[config.mk]
export PLATFORM = sky130hd
export DESIGN_NAME = video_in_dma_ctrl_flat
export DESIGN_NICKNAME = d
export VERILOG_FILES = /design/src/rtl/video_in_dma_if.sv /design/src/rtl/video_in_dma_ctrl.sv /design/src/flat_wrapper.sv
export SDC_FILE = /design/constraint.sdc
export NUM_CORES = 1
export LEC_CHECK = 0
export CAP_MARGIN = 40
export CORE_MARGIN = 3
export CORE_UTILIZATION = 45
export CTS_CLUSTER_DIAMETER = 80
export CTS_CLUSTER_SIZE = 24
export DETAILED_ROUTE_END_ITERATION = 7
export PLACE_DENSITY = 0.86
export SLEW_MARGIN = 20
export SYNTH_ARGS = -nofsm -noshare
export SYNTH_HDL_FRONTEND = slang
export SYNTH_SLANG_ARGS = --single-unit
[constraint.sdc]
create_clock -name clk -period 4.7 [get_ports clk]
set_input_delay 0.705 -clock clk [delete_from_list [all_inputs] [get_ports clk]]
set_output_delay 0.705 -clock clk [all_outputs]
set_load 0.02 [all_outputs]
[src/rtl/video_in_dma_if.sv]
// ---------------------------------------------------------------------------
// video_in_dma_if
// Bundles the FIFO read side and the memory-bus write side of the video
// input DMA controller.
//   fifo_data  : FIFO head word (first-word-fall-through)
//   fifo_level : words currently stored in the FIFO
//   fifo_full  : FIFO full flag
//   fifo_re    : pop strobe from the controller
//   req        : bus write request
//   addr       : bus byte address
//   wdata      : bus write data
//   ack        : bus accept for the current word
// master = DMA controller, slave = FIFO + memory bus side.
// ---------------------------------------------------------------------------
interface video_in_dma_if #(
  parameter int p_LVL_W = 6
) ();
  logic [31:0]        fifo_data;
  logic [p_LVL_W-1:0] fifo_level;
  logic               fifo_full;
  logic               fifo_re;
  logic               req;
  logic [31:0]        addr;
  logic [31:0]        wdata;
  logic               ack;

  modport master (
    input  fifo_data, fifo_level, fifo_full, ack,
    output fifo_re, req, addr, wdata
  );

  modport slave (
    output fifo_data, fifo_level, fifo_full, ack,
    input  fifo_re, req, addr, wdata
  );
endinterface

[src/rtl/video_in_dma_ctrl.sv]
// ---------------------------------------------------------------------------
// video_in_dma_ctrl
// Write-side controller of the video input path. Drains the packed-pixel
// FIFO in fixed-length bursts of single-word bus writes, alternating whole
// frames between two frame buffers.
// Ports:
//   clk        : clock, rising edge
//   nRST       : asynchronous active-low reset
//   enable     : software run bit
//   base0/1    : frame buffer byte addresses (bits [1:0] ignored)
//   bus        : FIFO + memory bus interface (master modport)
//   busy       : high whenever the FSM is not IDLE
//   frame_done : one-cycle pulse after the last word of a frame
//   done_buf   : index of the last completed buffer
//   ovf        : sticky FIFO overflow flag, cleared while enable=0
// ---------------------------------------------------------------------------
module video_in_dma_ctrl #(
  parameter int p_WIDTH  = 640,
  parameter int p_HEIGHT = 480,
  parameter int p_BURST  = 8,
  parameter int p_LVL_W  = 6
) (
  input  logic                clk,
  input  logic                nRST,
  input  logic                enable,
  input  logic [31:0]         base0,
  input  logic [31:0]         base1,
  video_in_dma_if.master      bus,
  output logic                busy,
  output logic                frame_done,
  output logic                done_buf,
  output logic                ovf
);

  localparam int N_WORDS = p_WIDTH * p_HEIGHT / 4;
  localparam int BC_W    = (p_BURST > 1) ? $clog2(p_BURST) : 1;

  localparam logic [16:0]        LAST_WORD = 17'(N_WORDS - 1);
  localparam logic [BC_W-1:0]    LAST_BEAT = BC_W'(p_BURST - 1);
  localparam logic [p_LVL_W-1:0] BURST_LVL = p_LVL_W'(p_BURST);

  typedef enum logic [1:0] {
    IDLE  = 2'd0,
    WAIT  = 2'd1,
    BURST = 2'd2
  } state_t;

  state_t          state;
  logic [16:0]     wcnt;
  logic [BC_W-1:0] bcnt;
  logic            cur_buf;
  logic            req;
  logic [31:0]     addr;

  logic            last_word;
  logic [16:0]     wcnt_nxt;
  logic            buf_nxt;
  logic            beat;

  // Byte address of word idx inside the selected buffer, wrapping mod 2^32.
  function automatic logic [31:0] word_addr(input logic        buf_sel,
                                            input logic [16:0] idx,
                                            input logic [31:0] b0,
                                            input logic [31:0] b1);
    logic [31:0] base;
    base = (buf_sel ? b1 : b0) & 32'hFFFF_FFFC;
    return base + {13'b0, idx, 2'b00};
  endfunction

  // A beat is one accepted word; acks without a pending request are ignored.
  assign beat      = req & bus.ack;
  assign last_word = (wcnt == LAST_WORD);
  assign wcnt_nxt  = last_word ? 17'd0 : (wcnt + 17'd1);
  assign buf_nxt   = last_word ? ~cur_buf : cur_buf;

  // Pop and write data follow the accepted word combinationally.
  assign bus.req     = req;
  assign bus.addr    = addr;
  assign bus.fifo_re = beat;
  assign bus.wdata   = req ? bus.fifo_data : 32'h0000_0000;

  // Control FSM with all registered outputs and counters.
  always_ff @(posedge clk or negedge nRST) begin
    if (!nRST) begin
      state      <= IDLE;
      wcnt       <= 17'd0;
      bcnt       <= '0;
      cur_buf    <= 1'b0;
      req        <= 1'b0;
      addr       <= 32'h0000_0000;
      busy       <= 1'b0;
      frame_done <= 1'b0;
      done_buf   <= 1'b0;
      ovf        <= 1'b0;
    end else begin
      frame_done <= 1'b0;

      // Overflow does not stall the transfer; software clears it by
      // dropping enable.
      if (!enable) begin
        ovf <= 1'b0;
      end else if (bus.fifo_full) begin
        ovf <= 1'b1;
      end else begin
        ovf <= ovf;
      end

      case (state)
        IDLE: begin
          if (enable) begin
            state   <= WAIT;
            busy    <= 1'b1;
            wcnt    <= 17'd0;
            bcnt    <= '0;
            cur_buf <= 1'b0;
            addr    <= word_addr(1'b0, 17'd0, base0, base1);
          end else begin
            busy <= 1'b0;
            req  <= 1'b0;
            addr <= 32'h0000_0000;
          end
        end

        WAIT: begin
          if (!enable) begin
            state <= IDLE;
            busy  <= 1'b0;
            addr  <= 32'h0000_0000;
          end else begin
            // Re-evaluated every cycle so a base change before the burst
            // starts is picked up.
            addr <= word_addr(cur_buf, wcnt, base0, base1);
            if (bus.fifo_level >= BURST_LVL) begin
              state <= BURST;
              req   <= 1'b1;
            end else begin
              req <= 1'b0;
            end
          end
        end

        BURST: begin
          if (beat) begin
            wcnt    <= wcnt_nxt;
            cur_buf <= buf_nxt;
            addr    <= word_addr(buf_nxt, wcnt_nxt, base0, base1);
            if (last_word) begin
              frame_done <= 1'b1;
              done_buf   <= cur_buf;
            end else begin
              done_buf <= done_buf;
            end
            // enable is only honoured at the burst boundary.
            if (bcnt == LAST_BEAT) begin
              bcnt <= '0;
              req  <= 1'b0;
              if (enable) begin
                state <= WAIT;
              end else begin
                state <= IDLE;
                busy  <= 1'b0;
                addr  <= 32'h0000_0000;
              end
            end else begin
              bcnt <= bcnt + BC_W'(1);
            end
          end else begin
            req <= 1'b1;
          end
        end

        default: begin
          state <= IDLE;
          req   <= 1'b0;
          busy  <= 1'b0;
          bcnt  <= '0;
          addr  <= 32'h0000_0000;
        end
      endcase
    end
  end

endmodule

[src/flat_wrapper.sv]
// flat-port wrapper written by rule: the top's interface ports become plain ports
module video_in_dma_ctrl_flat 
#(
  parameter int p_WIDTH  = 640,
  parameter int p_HEIGHT = 480,
  parameter int p_BURST  = 8,
  parameter int p_LVL_W  = 6
)
  (clk, nRST, enable, base0, base1, busy, frame_done, done_buf, ovf, bus_fifo_data, bus_fifo_level, bus_fifo_full, bus_ack, bus_fifo_re, bus_req, bus_addr, bus_wdata);
  video_in_dma_if #(.p_LVL_W(p_LVL_W)) bus_i ();
  input  logic clk;
  input  logic nRST;
  input  logic enable;
  input  logic [31:0] base0;
  input  logic [31:0] base1;
  output logic busy;
  output logic frame_done;
  output logic done_buf;
  output logic ovf;
  input wire logic [$bits(bus_i.fifo_data)-1:0] bus_fifo_data;
  input wire logic [$bits(bus_i.fifo_level)-1:0] bus_fifo_level;
  input wire logic [$bits(bus_i.fifo_full)-1:0] bus_fifo_full;
  input wire logic [$bits(bus_i.ack)-1:0] bus_ack;
  output wire logic [$bits(bus_i.fifo_re)-1:0] bus_fifo_re;
  output wire logic [$bits(bus_i.req)-1:0] bus_req;
  output wire logic [$bits(bus_i.addr)-1:0] bus_addr;
  output wire logic [$bits(bus_i.wdata)-1:0] bus_wdata;
  assign bus_i.fifo_data = bus_fifo_data;
  assign bus_i.fifo_level = bus_fifo_level;
  assign bus_i.fifo_full = bus_fifo_full;
  assign bus_i.ack = bus_ack;
  assign bus_fifo_re = bus_i.fifo_re;
  assign bus_req = bus_i.req;
  assign bus_addr = bus_i.addr;
  assign bus_wdata = bus_i.wdata;
  video_in_dma_ctrl #(.p_WIDTH(p_WIDTH), .p_HEIGHT(p_HEIGHT), .p_BURST(p_BURST), .p_LVL_W(p_LVL_W)) u_core (.clk(clk), .nRST(nRST), .enable(enable), .base0(base0), .base1(base1), .bus(bus_i), .busy(busy), .frame_done(frame_done), .done_buf(done_buf), .ovf(ovf));
endmodule
==> key figures <==
Outcome
  • Outcome: finished, final reports clean

Setup path
  • Critical path's largest stage delay: roughly 430 ps
  • Critical-path cell list: ha_1 -> nand3_2 -> nand4bb_4 -> buf_4 -> nor3_4 -> nor2_4 -> buf_4 -> mux2_1 -> ha_1 -> o211ai_1 -> o211ai_1 -> nand2_2 -> o41ai_4 -> a31oi_4 -> nor3_2 -> xor2_1 -> a221oi_1 -> o21ai_1
  • Crit-path slowest cell: o41ai_4
  • Critical path arrival: 4780 ps
  • Critical Path RT: about 4900 ps
  • Worst setup SP type: flop
  • Crit. End Element: flop
  • Crit path kind: reg -> reg
  • Critical-path maximum fanout: 5

Route
  • DRT iter0 DRCs: around 840
  • Post-route ant nets: 0
  • Routed vias: roughly 7000
  • Final WL: between 20000 and 25000 um
  • Avg Vias per Cell: 6.149
  • DRC errors left: 0
  • Average routed wire per standard cell: 19.20 um
  • DRT Pass-1 Iters: 7

Placement
  • GPL Wtd Cong: 0.9386
  • Setup WS pre-CTS: ~84 ps
  • PortBufs: 167
  • Post-DP Area: 8366 um^2
  • Dpl hpwl: about 17000 um

Synth
  • Synthesized cell area: ~6400 um^2
  • YS warnings: 0
  • Post-synth EDFFs: 0
  • Seq/Total Area, Yosys: 0.2285
  • Mean Syn Cell Area: slightly above 8 um^2
  • FF+latch count, synth: 58
  • Most used DFF post-synth: dfrtp_1
  • Cells after Synth: 780
  • Synth cell types: 72
  • Async set or reset register ratio after synthesis: 1.000

Clock tree
  • Clock Sinks: 58
  • CTS Buf Count: 9
  • Longest Clk Path Bufs: 2
  • Hold-fix buffers, CTS: 0
  • Clk slew on worst S/H paths: around 60 ps
  • Worst skew pair latency: around 340 ps
  • CTS tree: yes
  • H-tree levels: 3
  • Root Buffer Master: clkbuf_16

GRT
  • Largest net degree at the start of global routing: 48
  • Tot GR Track Use: 0.2721
  • Met2 Use GR: 0.4596
  • Initial antenna violation count: 0
  • GR Util met1: 0.3570
  • Met3 usage: 0.04160
  • Grt total ovfl: 0
  • Number of global-route vias before repair: 6700
  • GRT busiest layer: met2
  • First-pass GRT wire length: roughly 35000 um

Timing
  • Setup WS post-layout: around 130 ps
  • Hold Fails Final Rpt: 0
  • Final setup fails: 0
  • Least-Margin Pin Slew: between 700 and 800 ps
  • Tmin final: 4566 ps
  • Final Cycle Share: 0.9715
  • Worst relative slew slack: 0.5184
  • Max-slew violations: 0
  • Setup_tns: 0 ps
  • Max Clock Skew: 8.476 ps
  • RSZ-0062 raised after global routing: yes
  • Fmax: ~220 MHz

Power and ir drop
  • Pleak: 3.712 nW
  • Worst vdd ir: about 0.00018 V
  • Pwr Density: approximately 350 nW/um^2
  • Sw Pwr: approximately 1.3 mW
  • Clock share of power: 0.248
  • Flop pwr share: 0.239
  • Power Total: 3.102 mW
  • Combinational Power Share: 0.513
  • Int Power: roughly 1.8 mW
  • Sw Ratio: 0.4043

Floorplanning
  • Die height: roughly 120 um
  • Core ar.: approximately 14000 um^2
  • Area of the die: ~16000 um^2
  • Initial Utilization: 0.4704
  • Ports: 177
  • Std cell rows: 42
  • Die X: 124.8 um

Final layout
  • Nets: about 1100
  • Post-Layout Inst Area: 8782 um^2
  • Commonest cells after routing, fill and taps aside: 166 x clkdlybuf4s50_1, 74 x nand2_1, 61 x a21oi_1
  • Fillcell total: roughly 1100
  • FF+latch area: between 1000 and 1500 um^2
  • Layout Utilization: 0.6503
  • Most common cell after layout, fill and taps aside: clkdlybuf4s50_1
  • Area delta synth->final: 38.25%
  • # diodes: 0
  • Multi-input logic area: approximately 4700 um^2
  • Share of cells above drive strength 1: 0.1229

Run
  • Max-Cap Viols: 0

Min path
  • Min-Delay Path Class: in -> async
==> final timing paths <==
kind / cells past startpoint / endpoint / startpoint / slack [ps]
min in group clk: 2 / u_core.bus.addr[4] / u_core.bus.addr[4] / 480
max reg2reg: 18 / u_core.bus.addr[25] / u_core.wcnt[0] / 130
min: 1 / u_core.frame_done / nRST / 380
min reg2reg: 2 / u_core.bus.addr[4] / u_core.bus.addr[4] / 480
max: 18 / u_core.bus.addr[25] / u_core.wcnt[0] / 130
max in group asynchronous: 2 / u_core.cur_buf / nRST / 3400
==> worst max-delay path: cells and delay by family (launching register included) <==
kind            cells  cell delay (ps)
compound gates      6             1530
simple gates        6             1210
fa+ha+maj           2              560
flops               1              400
buf+inv             2              320
mux                 1              310
xor+xnor            1              100
==> metal layers <==
layer  vias to the layer above  share of wire
met5                         -              0
met4                         0          0.026
met3                        53          0.095
met2                       434           0.48
met1                      3293           0.40
li1                       3254              -
==> state kept, by name (all words and copies together), names as in the netlist <==
register,count
u_core.ovf,1
u_core.wcnt,17
u_core.bus.addr,30
u_core.done_buf,1
u_core.frame_done,1
u_core.bcnt,3
u_core.cur_buf,1
u_core.busy,1
u_core.bus.req,1
u_core.state,2
==> synth_stat cells (3+ instances only) <==
cell type  number  share of area
a21oi_1        61          0.048
nor4_1          4         0.0039
o21bai_1        3         0.0035
a21o_1         17          0.020
ha_1           42          0.083
clkbuf_1       28          0.017
nor3_1         14          0.011
dfrtp_1        58           0.23
mux2_1          7          0.012
nor2b_1         3         0.0030
or2_2           5         0.0049
o211ai_1        7         0.0083
nand4_1        13          0.013
a32oi_1         3         0.0041
a31oi_1         6         0.0059
buf_2           5         0.0039
a222oi_1        9          0.014
inv_1          18          0.011
o21ai_1        11         0.0087
a32o_1          3         0.0047
nand2_1        75          0.044
or3_1           3         0.0030
xor2_1         22          0.030
and2_1         34          0.033
a221oi_1       11          0.015
mux2_2         35          0.062
o21ai_0        53          0.042
nand3_1        24          0.019
o221ai_1        3         0.0041
nor2_1         60          0.035
and3_1          8         0.0079
a211oi_1       10          0.012
xnor2_1        44          0.061
o21a_1          5         0.0059
o22ai_1         3         0.0030
mux2i_1        15          0.024
a22o_1         15          0.021
==> cell families (layout without fill, tap and decap cells) <==
| kind of cell | Yosys count | after routing | synth area share |
|---|---|---|---|
| flip-flops | 58 | 58 | 0.2285 |
| multiplexers | 57 | 57 | 0.09809 |
| XOR/XNOR | 66 | 66 | 0.09100 |
| AND/OR/NAND/NOR | 260 | 261 | 0.2084 |
| other | 1 | 2 | 0.0005903 |
| buffers and inverters | 55 | 241 | 0.03466 |
| adder cells (fa/ha/maj) | 44 | 44 | 0.08903 |
| AO/OA/AOI/OAI | 239 | 239 | 0.2498 |
==> stage by stage <==
stage          std cells  hold slack (ps)
3_3_place_gp        1121            459.8
2_1_floorplan        781            409.4
4_1_cts             1139            384.1
5_1_grt             1144            411.0
6_report            1144            376.9
3_5_place_dp        1123            470.3
==> repair_timing <==
item / 4_1_cts / 5_1_grt
endpoints found under the hold margin: 0 / 0
buffers inserted: 0 / 4
resized for setup: 0 / 8
endpoints found under the setup margin: 0 / 10
==> final cells by class <==
cell class	instances	area share
clock buffer	11	0.02650
timing repair buffer	207	0.2240
sequential	58	0.1656
multi-input combinational	669	0.5395
clock inverter	5	0.01168
inverter	18	0.007693
tap	176	0.02507
==> power by group through the flow <==
stage	Clock, mW	Sequential [mW]	Combinational, mW
finish	0.770	0.741	1.59
global route	0.791	0.764	1.70
CTS	0.773	0.742	1.57
detailed placement	0	0.751	1.56
global placement	0	0.742	1.53
floorplan	0	0.875	0.732
Power figures use the tool's default switching activity.
